File: config.mk
export PLATFORM = sky130hd
export DESIGN_NAME = sdram_rr_arbiter_flat
export DESIGN_NICKNAME = d
export VERILOG_FILES = /design/src/rtl/sdram_rr_arbiter_if.sv /design/src/rtl/sdram_rr_arbiter.sv /design/src/flat_wrapper.sv
export SDC_FILE = /design/constraint.sdc
export NUM_CORES = 1
export LEC_CHECK = 0
export BUFFER_PORTS_ARGS = -buffer_cell sky130_fd_sc_hd__buf_2
export CAP_MARGIN = 25
export CORE_ASPECT_RATIO = 0.8
export CORE_MARGIN = 3
export CORE_UTILIZATION = 35
export CTS_CLUSTER_DIAMETER = 120
export DETAILED_ROUTE_END_ITERATION = 8
export PLACE_DENSITY = 0.77
export SYNTH_ARGS = -nofsm -noshare
export SYNTH_HDL_FRONTEND = slang
export SYNTH_SLANG_ARGS = --single-unit
File: constraint.sdc
create_clock -name clk_clk -period 2.63 [get_ports clk_clk]
set_input_delay 0.1315 -clock clk_clk [delete_from_list [all_inputs] [get_ports clk_clk]]
set_output_delay 0.1315 -clock clk_clk [all_outputs]
set_load 0.01 [all_outputs]
File: src/rtl/sdram_rr_arbiter_if.sv
// rtl/sdram_rr_arbiter_if.sv - Avalon-MM style command/response link (master side drives the command)
interface sdram_rr_arbiter_if #(
  parameter int ADDR_W = 23,
  parameter int DATA_W = 16,
  parameter int BE_W   = 2
);
  logic [ADDR_W-1:0] address;
  logic              read;
  logic              write;
  logic [DATA_W-1:0] writedata;
  logic [BE_W-1:0]   byteenable;
  logic              waitrequest;
  logic [DATA_W-1:0] readdata;
  logic              readdatavalid;

  modport master (
    output address, read, write, writedata, byteenable,
    input  waitrequest, readdata, readdatavalid
  );

  modport slave (
    input  address, read, write, writedata, byteenable,
    output waitrequest, readdata, readdatavalid
  );
endinterface

File: src/rtl/sdram_rr_arbiter.sv
// rtl/sdram_rr_arbiter.sv - two-master round-robin arbiter onto one SDRAM controller port
// Commands are serialised through a registered grant; read responses are steered by an in-order ID FIFO.
module sdram_rr_arbiter #(
  parameter int ADDR_W   = 23,
  parameter int DATA_W   = 16,
  parameter int BE_W     = 2,
  parameter int MAX_PEND = 8
) (
  input  logic                clk_clk,
  input  logic                reset_reset,
  sdram_rr_arbiter_if.slave   m0,
  sdram_rr_arbiter_if.slave   m1,
  sdram_rr_arbiter_if.master  s,
  output logic                err_rdv
);
  localparam int PTR_W = $clog2(MAX_PEND);
  localparam logic [PTR_W:0] FULL_CNT = MAX_PEND[PTR_W:0];

  typedef enum logic [1:0] {IDLE = 2'd0, OWN0 = 2'd1, OWN1 = 2'd2} state_t;

  state_t              r_state, w_state_nxt;
  logic                r_rr_ptr, w_rr_ptr_nxt;
  logic [MAX_PEND-1:0] r_id;
  logic [PTR_W-1:0]    r_wr_ptr, r_rd_ptr;
  logic [PTR_W:0]      r_count;
  logic                r_err_rdv;

  logic              w_req0, w_req1, w_own, w_sel;
  logic              w_m_read, w_m_write;
  logic [ADDR_W-1:0] w_m_address;
  logic [DATA_W-1:0] w_m_writedata;
  logic [BE_W-1:0]   w_m_byteenable;
  logic              w_fifo_full, w_fifo_empty, w_read_ok;
  logic              w_s_read, w_s_write, w_accept, w_push, w_pop, w_head;
  logic              w_wait_own, w_rdv0, w_rdv1;

  assign w_req0 = m0.read | m0.write;
  assign w_req1 = m1.read | m1.write;
  assign w_own  = (r_state != IDLE);
  assign w_sel  = (r_state == OWN1);

  assign w_m_read       = w_sel ? m1.read       : m0.read;
  assign w_m_write      = w_sel ? m1.write      : m0.write;
  assign w_m_address    = w_sel ? m1.address    : m0.address;
  assign w_m_writedata  = w_sel ? m1.writedata  : m0.writedata;
  assign w_m_byteenable = w_sel ? m1.byteenable : m0.byteenable;

  assign w_fifo_full  = (r_count == FULL_CNT);
  assign w_fifo_empty = (r_count == '0);
  // A full ID FIFO only holds back reads; the owner keeps the grant until its read fits.
  assign w_read_ok    = !w_m_read | !w_fifo_full;
  assign w_s_read     = w_own & w_m_read & w_read_ok;
  assign w_s_write    = w_own & w_m_write;
  assign w_accept     = (w_s_read | w_s_write) & !s.waitrequest;
  assign w_push       = w_accept & w_s_read;
  assign w_pop        = s.readdatavalid & !w_fifo_empty;
  assign w_head       = r_id[r_rd_ptr];

  always_comb begin
    w_state_nxt  = r_state;
    w_rr_ptr_nxt = r_rr_ptr;
    case (r_state)
      IDLE: begin
        if (w_req0 & w_req1)  w_state_nxt = r_rr_ptr ? OWN1 : OWN0;
        else if (w_req0)      w_state_nxt = OWN0;
        else if (w_req1)      w_state_nxt = OWN1;
      end
      OWN0, OWN1: begin
        if (w_accept) begin
          w_state_nxt  = IDLE;
          w_rr_ptr_nxt = ~w_sel;
        end else if (!(w_m_read | w_m_write)) begin
          w_state_nxt  = IDLE;
        end
      end
      default: w_state_nxt = IDLE;
    endcase
  end

  assign s.address    = w_own ? w_m_address    : '0;
  assign s.writedata  = w_own ? w_m_writedata  : '0;
  assign s.byteenable = w_own ? w_m_byteenable : '0;
  assign s.read       = w_s_read;
  assign s.write      = w_s_write;

  assign w_wait_own     = s.waitrequest | !w_read_ok;
  assign m0.waitrequest = (r_state == OWN0) ? w_wait_own : 1'b1;
  assign m1.waitrequest = (r_state == OWN1) ? w_wait_own : 1'b1;

  assign w_rdv0           = w_pop & !w_head;
  assign w_rdv1           = w_pop & w_head;
  assign m0.readdatavalid = w_rdv0;
  assign m1.readdatavalid = w_rdv1;
  assign m0.readdata      = w_rdv0 ? s.readdata : '0;
  assign m1.readdata      = w_rdv1 ? s.readdata : '0;
  assign err_rdv          = r_err_rdv;

  always_ff @(posedge clk_clk or posedge reset_reset) begin
    if (reset_reset) begin
      r_state   <= IDLE;
      r_rr_ptr  <= 1'b0;
      r_id      <= '0;
      r_wr_ptr  <= '0;
      r_rd_ptr  <= '0;
      r_count   <= '0;
      r_err_rdv <= 1'b0;
    end else begin
      r_state  <= w_state_nxt;
      r_rr_ptr <= w_rr_ptr_nxt;
      if (w_push) begin
        r_id[r_wr_ptr] <= w_sel;
        r_wr_ptr       <= r_wr_ptr + 1'b1;
      end
      if (w_pop) r_rd_ptr <= r_rd_ptr + 1'b1;
      case ({w_push, w_pop})
        2'b10:   r_count <= r_count + 1'b1;
        2'b01:   r_count <= r_count - 1'b1;
        default: r_count <= r_count;
      endcase
      if (s.readdatavalid & w_fifo_empty) r_err_rdv <= 1'b1;
    end
  end
endmodule
File: src/flat_wrapper.sv
// flat-port wrapper written by rule: the top's interface ports become plain ports
module sdram_rr_arbiter_flat 
#(
  parameter int ADDR_W   = 23,
  parameter int DATA_W   = 16,
  parameter int BE_W     = 2,
  parameter int MAX_PEND = 8
)
  (clk_clk, reset_reset, err_rdv, m0_address, m0_read, m0_write, m0_writedata, m0_byteenable, m0_waitrequest, m0_readdata, m0_readdatavalid, m1_address, m1_read, m1_write, m1_writedata, m1_byteenable, m1_waitrequest, m1_readdata, m1_readdatavalid, s_address, s_read, s_write, s_writedata, s_byteenable, s_waitrequest, s_readdata, s_readdatavalid);
  sdram_rr_arbiter_if #(.ADDR_W(ADDR_W), .DATA_W(DATA_W), .BE_W(BE_W)) m0_i ();
  sdram_rr_arbiter_if #(.ADDR_W(ADDR_W), .DATA_W(DATA_W), .BE_W(BE_W)) m1_i ();
  sdram_rr_arbiter_if #(.ADDR_W(ADDR_W), .DATA_W(DATA_W), .BE_W(BE_W)) s_i ();
  input  logic clk_clk;
  input  logic reset_reset;
  output logic err_rdv;
  input wire logic [$bits(m0_i.address)-1:0] m0_address;
  input wire logic [$bits(m0_i.read)-1:0] m0_read;
  input wire logic [$bits(m0_i.write)-1:0] m0_write;
  input wire logic [$bits(m0_i.writedata)-1:0] m0_writedata;
  input wire logic [$bits(m0_i.byteenable)-1:0] m0_byteenable;
  output wire logic [$bits(m0_i.waitrequest)-1:0] m0_waitrequest;
  output wire logic [$bits(m0_i.readdata)-1:0] m0_readdata;
  output wire logic [$bits(m0_i.readdatavalid)-1:0] m0_readdatavalid;
  input wire logic [$bits(m1_i.address)-1:0] m1_address;
  input wire logic [$bits(m1_i.read)-1:0] m1_read;
  input wire logic [$bits(m1_i.write)-1:0] m1_write;
  input wire logic [$bits(m1_i.writedata)-1:0] m1_writedata;
  input wire logic [$bits(m1_i.byteenable)-1:0] m1_byteenable;
  output wire logic [$bits(m1_i.waitrequest)-1:0] m1_waitrequest;
  output wire logic [$bits(m1_i.readdata)-1:0] m1_readdata;
  output wire logic [$bits(m1_i.readdatavalid)-1:0] m1_readdatavalid;
  output wire logic [$bits(s_i.address)-1:0] s_address;
  output wire logic [$bits(s_i.read)-1:0] s_read;
  output wire logic [$bits(s_i.write)-1:0] s_write;
  output wire logic [$bits(s_i.writedata)-1:0] s_writedata;
  output wire logic [$bits(s_i.byteenable)-1:0] s_byteenable;
  input wire logic [$bits(s_i.waitrequest)-1:0] s_waitrequest;
  input wire logic [$bits(s_i.readdata)-1:0] s_readdata;
  input wire logic [$bits(s_i.readdatavalid)-1:0] s_readdatavalid;
  assign m0_i.address = m0_address;
  assign m0_i.read = m0_read;
  assign m0_i.write = m0_write;
  assign m0_i.writedata = m0_writedata;
  assign m0_i.byteenable = m0_byteenable;
  assign m0_waitrequest = m0_i.waitrequest;
  assign m0_readdata = m0_i.readdata;
  assign m0_readdatavalid = m0_i.readdatavalid;
  assign m1_i.address = m1_address;
  assign m1_i.read = m1_read;
  assign m1_i.write = m1_write;
  assign m1_i.writedata = m1_writedata;
  assign m1_i.byteenable = m1_byteenable;
  assign m1_waitrequest = m1_i.waitrequest;
  assign m1_readdata = m1_i.readdata;
  assign m1_readdatavalid = m1_i.readdatavalid;
  assign s_address = s_i.address;
  assign s_read = s_i.read;
  assign s_write = s_i.write;
  assign s_writedata = s_i.writedata;
  assign s_byteenable = s_i.byteenable;
  assign s_i.waitrequest = s_waitrequest;
  assign s_i.readdata = s_readdata;
  assign s_i.readdatavalid = s_readdatavalid;
  sdram_rr_arbiter #(.ADDR_W(ADDR_W), .DATA_W(DATA_W), .BE_W(BE_W), .MAX_PEND(MAX_PEND)) u_core (.clk_clk(clk_clk), .reset_reset(reset_reset), .m0(m0_i), .m1(m1_i), .s(s_i), .err_rdv(err_rdv));
endmodule
Yosys cells after proc, flatten, opt, wreduce, memory -nomap -nowiden
Index checks and enable logic that the tools add are counted.
{"block": "totals", "latchBits": 0, "n_memories": 0, "mem_bits_ro": 0, "inputBits": 106, "ramBits": 0, "ff_bits": 22, "word_cells": 77, "out_inout_bits": 80}
{"block": "op_classes", "bitwise_logic": 17, "n_reduce_logical": 14, "muxes": 25, "n_shift": 0, "eq_ne": 7, "addsub": 4, "mul": 0, "order_cmp": 3, "div_mod_pow": 0}
{"op": "2-to-1 mux 16 bit", "n": 4}
{"op": "2-to-1 mux 23 bit", "n": 2}
{"op": "2-to-1 mux 2 bit", "n": 8}
{"op": "AND 1 bit", "n": 10}
{"op": "bitwise mux 8 bit", "n": 1}
{"op": "< comparator 3 x 4 -> 1 bit, second input constant", "n": 2}
{"op": "case mux 4 bit (2 select lines)", "n": 1}
{"op": "adder 3 x 1 -> 3 bit, second input constant", "n": 2}
{"op": "zero test 1 bit", "n": 6}
{"op": "2-to-1 mux 1 bit", "n": 6}
{"op": "bitwise OR 1 bit", "n": 6}
{"op": "adder 4 x 1 -> 4 bit, second input constant", "n": 1}
{"op": "equality test 2 x 1 -> 1 bit, second input constant", "n": 2}
{"op": "equality test 2 bit, second input constant", "n": 2}
{"op": "equality test 4 bit, second input constant", "n": 1}
{"op": "zero test 4 bit", "n": 1}
{"op": "inequality test 4 x 1 -> 1 bit, second input constant", "n": 1}
{"op": "case mux 2 bit (2 select lines)", "n": 1}
{"op": "AND reduction 2 bit", "n": 2}
{"op": "nonzero test 2 bit", "n": 2}
{"op": "subtractor 4 x 1 -> 4 bit, second input constant", "n": 1}
{"op": "binary-select mux 1 bit (select 3 bit)", "n": 1}
{"op": "demux 1 bit (select 3 bit)", "n": 1}
{"op": ">= comparator 3 x 1 -> 1 bit, second input constant", "n": 1}
{"op": "other kinds (5)", "n": 5}

Logic depth before layout (Yosys ltp)
Gate-level depths: netlist of run 1.
{"block": "depth", "ltp_word": 10, "mapped_depth": 14}

Worst setup path before layout of run 1
No wires, ideal clock.
{"block": "synth_timing", "kind": "register to register", "startpoint": "reg u_core.r_state[0]", "endpoint": "reg u_core.r_count[2]", "setup_time_ps": 125, "stages_incl_launch_ff": 15, "path_buffers": 2, "required_ps": 2505, "path_slack_ps": 82, "t_arrival_ps": 2423, "path_cell_list": "dfrtp_1 -> inv_1 -> ha_1 -> buf_2 -> mux2_2 -> and3_1 -> buf_6 -> inv_8 -> ha_1 -> xor2_1 -> ha_1 -> a21oi_1 -> xor2_1 -> nor2_1 -> xor2_1"}
{"block": "synth_via", "elab_chain_cells": 10, "word_cells_on_any_way": 16, "classes_between": "eq/ne (3); mux (3); bitwise (7); reduce/logical (3)"}
{"element": "from (decl)", "line": "sdram_rr_arbiter.sv:21", "source": "state_t r_state, w_state_nxt;"}
{"element": "from (signal assigned)", "line": "sdram_rr_arbiter.sv:108", "source": "r_state <= w_state_nxt;"}
{"element": "equality test 2 bit (*)", "line": "sdram_rr_arbiter.sv:40", "source": "assign w_sel = (r_state == OWN1);"}
{"element": "net u_core.w_sel", "line": "sdram_rr_arbiter.sv:28", "source": "logic w_req0, w_req1, w_own, w_sel;"}
{"element": "2-to-1 mux 1 bit", "line": "sdram_rr_arbiter.sv:42", "source": "assign w_m_read = w_sel ? m1.read : m0.read;"}
{"element": "zero test 1 bit", "line": "sdram_rr_arbiter.sv:51", "source": "assign w_read_ok = !w_m_read | !w_fifo_full;"}
{"element": "bitwise OR 1 bit", "line": "sdram_rr_arbiter.sv:51"}
{"element": "AND 1 bit", "line": "sdram_rr_arbiter.sv:52", "source": "assign w_s_read = w_own & w_m_read & w_read_ok;"}
{"element": "bitwise OR 1 bit", "line": "sdram_rr_arbiter.sv:54", "source": "assign w_accept = (w_s_read | w_s_write) & !s.waitrequest;"}
{"element": "AND 1 bit", "line": "sdram_rr_arbiter.sv:54"}
{"element": "AND 1 bit (*)", "line": "sdram_rr_arbiter.sv:55", "source": "assign w_push = w_accept & w_s_read;"}
{"element": "equality test 2 x 1 -> 1 bit / equality test 2 bit (equally long branches)", "line": "sdram_rr_arbiter.sv:115", "source": "case ({w_push, w_pop})"}
{"element": "case mux 4 bit (2 select lines) / nonzero test 2 bit (equally long branches)"}
{"element": "to (signal assigned)", "line": "sdram_rr_arbiter.sv:116", "source": "2'b10: r_count <= r_count + 1'b1;"}
{"element": "to (signal assigned)", "line": "sdram_rr_arbiter.sv:117", "source": "2'b01: r_count <= r_count - 1'b1;"}
{"element": "to (signal assigned)", "line": "sdram_rr_arbiter.sv:118", "source": "default: r_count <= r_count;"}
{"element": "to (decl)", "line": "sdram_rr_arbiter.sv:25", "source": "logic [PTR_W:0] r_count;"}
The timed path passes the listed nets; every way through them passes the cells marked *.
A chain may end at the register's enable or synchronous reset.

Final worst setup path of run 1
{"block": "layout_timing", "startpoint": "reg u_core.r_state[0]", "endpoint": "reg u_core.r_count[3]"}
The elaborated chain is that of the path after synthesis.

==> run_results.csv, run 1 <==
group,metric,value,unit
yosys,netlist_area,0.002190,sq mm
timing,rsz0062_at_grt,"no",
grt,grt_max_degree,55,
critical_path,critPathMaxFanout,8,
drt,drc,0,
yosys,syn_avg_cell_area,8.170,sq um
final_layout,diodes,0,
yosys,synth_edf_count,0,
final_layout,area_growth,47.71,%
drt,drt-pass1-iter-count,4,
drt,initialDrtViolationCount,87,
yosys,netlist_top_cells_area,"dfrtp_1 25%, mux2i_1 20%, nor2_1 14%, ha_1 4.6%, nand2_1 4.5%",
drt,viasPerCell,4.703,
critical_path,worstSetupStartpoint,"u_core.r_state[0]",
grt,use_met3,0.02549,
grt,grt_usage,0.1930,
place,place_congestion,0.9021,
yosys,synth_top_cell_area_share,0.2514,
yosys,synthTopCellsByCount,"80 x nor2_1, 43 x mux2i_1, 26 x nand2_1",
timing,drv_slew,0,
grt,grt_use_met2,0.3598,
timing,slew_headroom,0.4234,
critical_path,arrival,2.64,ns
drt,wl_per_cell,13.83,um
timing,fin_tns_setup,0,ns
drt,wirelength,7259,um
place,dp_cells,521,
power_and_ir_drop,p_per_area,908.7,mW/mm^2
critical_path,start_kind,"flop",
final_layout,final_area,0.003234,sq mm
critical_path,path_class,"flop to flop",
timing,hold_viol,0,
floorplanning,die-area,0.007247,sq mm
power_and_ir_drop,leakage,0.001753,uW
grt,top_usage_layer,"met2",
run,cap_viol_max_count,0,
yosys,ys_types,44,
critical_path,slowest_stage,"dfrtp_1",
timing,whs,0.03106,ns
grt,antenna_found_initial,0,
timing,fmax,400.7,MHz
place,dp_hpwl,5933,um
floorplanning,fp.coreArea,0.005974,sq mm
critical_path,crit_chain,"inv_1, ha_2, mux2_2, and3_2, inv_8, ha_1, nor4bb_1, a2111oi_1, nor3_1, xor2_1",
clock_network,postCtsSetupRepairBufs,0,
final_layout,drive_gt1_frac,0.4977,
place,placed_area,0.003164,sq mm
clock_network,cts_made_buffers,3,
critical_path,slowest_delay,0.39,ns
drt,antenna_left,0,
power_and_ir_drop,ir_drop,305.6,uV
yosys,yosysTopAreaCell,"dfrtp_1",
yosys,syn-num-nets,382,
yosys,ys_seq_elements,22,
grt,grt_pass1_wl,11440,um
grt,grt_pass1_vias,2407,
clock_network,cts_hold_buf,0,
clock_network,clock_sink_count,22,
timing,worst_clock_skew,0.004249,ns
final_layout,final_util,0.5414,
drt,via_count,2469,
floorplanning,die_h,76.75,um
min_path,min_path_type,"input pin to async pin",
critical_path,endpoint_kind,"flop",
clock_network,clkTransAtPathRegs,0.08,ns
timing,finalCritPeriodShare,0.9489,
grt,use_met1,0.2277,
critical_path,required,2.77,ns
grt,grt-ovfl-total,0,
floorplanning,row_count,25,
critical_path,reg2reg_from,"u_core.r_state[0]",
status,status,"complete, no violations",
place,port_buffers,185,
floorplanning,initial_core_util,0.3665,
clock_network,cts_tree,"built",
floorplanning,io_pins,186,
clock_network,h-tree-depth,1,
yosys,synth_ff_type,"dfrtp_1",
timing,tightest_slew,0.8639,ns
yosys,synth.most_common_cell,"nor2_1",
final_layout,nNetsFinal,559,
yosys,synth-async-reset-ratio,1.000,
yosys,synth_cells,268,
yosys,yosys_warnings,0,
floorplanning,die_w,94.43,um
final_layout,stdcell_count,525,
clock_network,cts_root_buf,"clkbuf_8",
clock_network,clk_path_buf_depth,2,
timing,final-setup-viol-count,0,
yosys,synth-seq-area-share,0.2514,
timing,min_period,2.496,ns
clock_network,worstSkewPairLatency,0.27,ns
-- registers in the layout, summed over array words and instances, names as in the netlist --
name / cells
u_core.r_id: 8
u_core.r_rd_ptr: 3
u_core.r_count: 4
u_core.err_rdv: 1
u_core.r_wr_ptr: 3
u_core.r_rr_ptr: 1
u_core.r_state: 2
-- critical path: cells and delay by family, from the launching register on --
| family | cells | cell delay [ns] |
|---|---|---|
| flops | 1 | 0.39 |
| simple gates | 3 | 0.45 |
| xor+xnor | 1 | 0.17 |
| compound gates | 1 | 0.37 |
| buf+inv | 2 | 0.19 |
| fa+ha+maj | 2 | 0.42 |
| mux | 1 | 0.36 |
-- cells by family after synthesis --
kind of cell / count (synthesis) / synth area share
AOI/OAI and AO/OA: 13 / 0.03829
xor gates and xnor gates: 9 / 0.03600
adders and majority gates: 8 / 0.04572
buffers and inverters: 25 / 0.06114
DFF: 22 / 0.2514
muxes: 57 / 0.2857
and+or+nand+nor: 134 / 0.2817
-- where the power goes --
group          leakage [uW]  total, uW  switching [uW]  internal, uW
clock             0.0000288        249             115           134
combinational       0.00145       2030            1110           912
sequential         0.000276        665             177           488
-- cells in the final DEF (no fill, tap or decap), drive strengths merged --
cell type / instances
a2111oi: 1
a21boi: 1
a21o: 1
a21oi: 2
and2: 2
and3: 2
buf: 192
clkbuf: 4
dfrtp: 22
ha: 8
inv: 5
mux2: 12
mux2i: 43
mux4: 2
nand2: 26
nand2b: 1
nand3: 3
nand3b: 1
nand4: 1
nand4b: 2
nor2: 80
nor2b: 3
nor3: 3
nor4: 2
nor4b: 3
nor4bb: 1
o21ai: 5
o31a: 1
o31ai: 1
o32ai: 1
or2: 1
or3: 1
or3b: 1
or4b: 1
xnor2: 4
xor2: 5
-- repair_timing --
| item | CTS | global route |
|---|---|---|
| hold endpoints to repair | 0 | 0 |
| endpoints found under the setup margin | 0 | 2 |
| resized for setup | 0 | 4 |
-- cell type report --
class                           instances  area, sq um
Fill cell                             569         2740
Tap cell                               81        101.3
Clock buffer                            4        55.05
Multi-Input combinational cell        221         1523
Timing Repair Buffer                  192        978.4
Inverter                                5        26.28
Sequential cell                        22        550.5
-- path summary, 6_finish.rpt --
kind | end | slack [ns] | depth (start not counted)
min in group clk_clk | u_core.err_rdv | 0.07 | 2
setup / recovery | u_core.r_count[3] | 0.13 | 10
hold reg to reg | u_core.err_rdv | 0.47 | 1
setup reg to reg | u_core.r_count[3] | 0.13 | 10
max in group asynchronous | u_core.err_rdv | 2.07 | 2
hold / removal | u_core.r_rd_ptr[1] | 0.03 | 2
-- per-stage QoR --
stage               setup slack [ns]  total power, uW
global placement              0.1541             2623
finish                        0.1343             2939
CTS                          0.03371             2940
floorplan                    0.08219             2039
global route                0.005426             3194
detailed placement           0.05621             2686
-- routing by layer --
metal	vias up	routed length, um
met5	-	0
met1	1158	2912
met4	0	97
met3	9	184
li1	1259	-
met2	43	4064
(Power assumes the default switching activity.)
==> inputs of run 2 (changes only) <==
--- a/config.mk
+++ b/config.mk
@@ -5,14 +5,15 @@
 export SDC_FILE = /design/constraint.sdc
 export NUM_CORES = 1
 export LEC_CHECK = 0
+export ABC_AREA = 1
 export BUFFER_PORTS_ARGS = -buffer_cell sky130_fd_sc_hd__buf_2
 export CAP_MARGIN = 25
 export CORE_ASPECT_RATIO = 0.8
 export CORE_MARGIN = 3
-export CORE_UTILIZATION = 35
+export CORE_UTILIZATION = 39
 export CTS_CLUSTER_DIAMETER = 120
 export DETAILED_ROUTE_END_ITERATION = 8
-export PLACE_DENSITY = 0.77
+export PLACE_DENSITY = 0.83
 export SYNTH_ARGS = -nofsm -noshare
 export SYNTH_HDL_FRONTEND = slang
 export SYNTH_SLANG_ARGS = --single-unit
==> constraint.sdc (replaced) <==
create_clock -name clk_clk -period 2.4 [get_ports clk_clk]
set_input_delay 0.12 -clock clk_clk [delete_from_list [all_inputs] [get_ports clk_clk]]
set_output_delay 0.12 -clock clk_clk [all_outputs]
set_load 0.01 [all_outputs]
==> run 2 against run 1 <==
Net effect: hold slack got worse by 0.0083 ns; synthesized cell count is 35% higher; total power is 16% higher; routed wire length fell by 0.68%; die area down 13%; maximum frequency is 15% higher; clock-buffer cell count did not move; combinational power rose by 21%; critical path depth increased by 1; non-clock buffer count down 3; flip-flop and latch count unchanged; sequential share of layout area rose by 0.60 points; critical endpoint is now u_core.r_count[2]; largest power group unchanged.
==> run_results.csv, run 2 <==
group,metric,value,unit
timing,drv_slew,0,
grt,top_usage_layer,"met2",
place,dp_hpwl,5826,um
yosys,netlist_area,0.002112,sq mm
grt,use_met3,0.04138,
critical_path,required,2.54,ns
critical_path,endpoint_kind,"flop",
timing,hold_viol,0,
drt,initialDrtViolationCount,110,
clock_network,cts_tree,"built",
yosys,synth_ff_type,"dfrtp_1",
grt,grt-ovfl-total,0,
clock_network,cts_hold_buf,0,
critical_path,worstSetupStartpoint,"u_core.r_state[0]",
final_layout,layout_commonest_cell,"buf_2",
final_layout,fillers,509,
clock_network,worstSkewPairLatency,0.26,ns
grt,grt_pass1_wl,11450,um
drt,via_count,2843,
grt,grt_max_degree,52,
place,dp_cells,596,
timing,tightest_slew,0.8597,ns
status,status,"complete, no violations",
yosys,netlist_top_cells_area,"dfrtp_1 26%, nor2_1 24%, o21ai_0 12%, nand2_1 8.9%, inv_1 6.2%",
yosys,syn-num-nets,475,
drt,wirelength,7210,um
power_and_ir_drop,p_total,3402,uW
power_and_ir_drop,p_per_area,1089,mW/mm^2
final_layout,layout_common_cells,"185 x buf_2, 133 x nor2_1, 52 x o21ai_0",
floorplanning,row_count,23,
critical_path,arrival,2.31,ns
yosys,yosysTopAreaCell,"dfrtp_1",
critical_path,path_class,"flop to flop",
yosys,ys_types,26,
timing,worst_clock_skew,0.004107,ns
floorplanning,initial_core_util,0.4123,
yosys,syn_avg_cell_area,5.850,sq um
power_and_ir_drop,leakage,0.001980,uW
yosys,ys_seq_elements,22,
yosys,synth_cells,361,
critical_path,reg2reg_from,"u_core.r_state[0]",
clock_network,clk_path_buf_depth,2,
final_layout,top_regs,"u_core.r_id: 8 flops, u_core.r_count: 4 flops",
grt,grt_use_met2,0.4149,
timing,rsz0062_at_grt,"no",
drt,drt-pass1-iter-count,5,
yosys,synth_top_cell_area_share,0.2607,
timing,min_period,2.169,ns
final_layout,stdcell_count,600,
critical_path,critPathMaxFanout,4,
final_layout,nNetsFinal,653,
floorplanning,die_w,88.28,um
grt,grt_pass1_vias,2618,
yosys,yosys_warnings,0,
drt,viasPerCell,4.738,
place,port_buffers,185,
drt,antenna_left,0,
grt,use_met1,0.2624,
run,cap_viol_max_count,0,
yosys,synth-async-reset-ratio,1.000,
final_layout,regMostFlops,"u_core.r_id",
place,place_congestion,0.8873,
floorplanning,die_h,71.82,um
timing,fin_tns_setup,0,ns
clock_network,postCtsSetupRepairBufs,0,
timing,fmax,461.0,MHz
drt,wl_per_cell,12.02,um
min_path,min_path_type,"input pin to async pin",
floorplanning,io_pins,186,
grt,antenna_found_initial,0,
grt,grt_usage,0.2232,
clock_network,cts_resized,0,
clock_network,clock_sink_count,22,
floorplanning,fp.coreArea,0.005122,sq mm
final_layout,drive_gt1_frac,0.3810,
yosys,synth.most_common_cell,"nor2_1",
yosys,synthTopCellsByCount,"133 x nor2_1, 52 x o21ai_0, 50 x nand2_1",
clock_network,cts_root_buf,"clkbuf_8",
critical_path,start_kind,"flop",
clock_network,cts_made_buffers,3,
yosys,synth_edf_count,0,
yosys,synth-seq-area-share,0.2607,
timing,finalCritPeriodShare,0.9038,
floorplanning,die-area,0.006340,sq mm
final_layout,diodes,0,
clock_network,clkTransAtPathRegs,0.08,ns
drt,drc,0,
timing,slew_headroom,0.4262,
final_layout,area_growth,47.93,%
clock_network,h-tree-depth,1,
timing,final-setup-viol-count,0,
final_layout,largest_reg_flops,8,
power_and_ir_drop,ir_drop,486.1,uV
run 2: cell types whose count changed in the layout (fill, tap and decap cells not counted), sizes merged, moves of 12 or more:
cell   change
mux2      -12
nand2     +27
nand3     +15
nor2      +56
o21ai     +48
inv       +32
mux2i     -43
run 2: power breakdown:
part,internal (uW),total [uW],switching (uW)
clock network,146,266,120
logic,907,2450,1540
registers,531,686,155
total,1580,3400,1820
run 2: area by class of cell:
class | instances | area, sq um | share of cell area
clock buffer | 4 | 55.05 | 0.01762
inverter | 39 | 147.6 | 0.04726
multi-input combinational | 284 | 1338 | 0.4281
sequential | 22 | 550.5 | 0.1762
tap | 62 | 77.57 | 0.02483
timing repair buffer | 189 | 955.9 | 0.3060
run 2: logic make-up after synthesis:
kind of cell,count (synthesis),synth area share
xor gates and xnor gates,9,0.03732
DFF,22,0.2607
and+or+nand+nor,209,0.4082
adders and majority gates,8,0.04740
AOI/OAI and AO/OA,58,0.1404
buffers and inverters,55,0.1060
run 2: worst paths after layout:
check                               endpoint  slack (ns)  cells past startpoint
max reg2reg                u_core.r_count[2]        0.23                     11
min in group clk_clk          u_core.err_rdv        0.12                      2
max in group asynchronous  u_core.r_count[2]        1.85                      2
max                        u_core.r_count[2]        0.23                     11
min reg2reg                   u_core.r_id[7]        0.48                      2
min                           u_core.r_id[2]        0.02                      2
run 2: metrics by stage:
stage	instance area, sq um	worst slack [ns]	util	hold slack (ns)
final	3124	0.2308	0.6099	0.02277
after global routing	3124	0.08197	0.6099	0.09809
after CTS	3124	0.2401	0.6099	0.04078
after detailed placement	3069	0.2577	0.5992	0.3290
after global placement	3069	0.3682	0.5992	0.3263
after floorplan	2112	0.1946	-	0.1092
run 2: routing by layer:
layer / part of all wire / wire length, um
met1: 0.40 / 2877
met4: 0.013 / 96
met5: 0 / 0
met3: 0.070 / 505
met2: 0.52 / 3730
run 2: worst max-delay path: stages, from the launching register on:
cell and delay, ns:
dfrtp_1 0.41, inv_1 0.09, ha_1 0.21, nand2_1 0.11
nand2_4 0.10, nand4_4 0.10, ha_1 0.25, xor2_1 0.18
ha_1 0.20, a21oi_1 0.16, xor2_1 0.16, o21ai_0 0.09
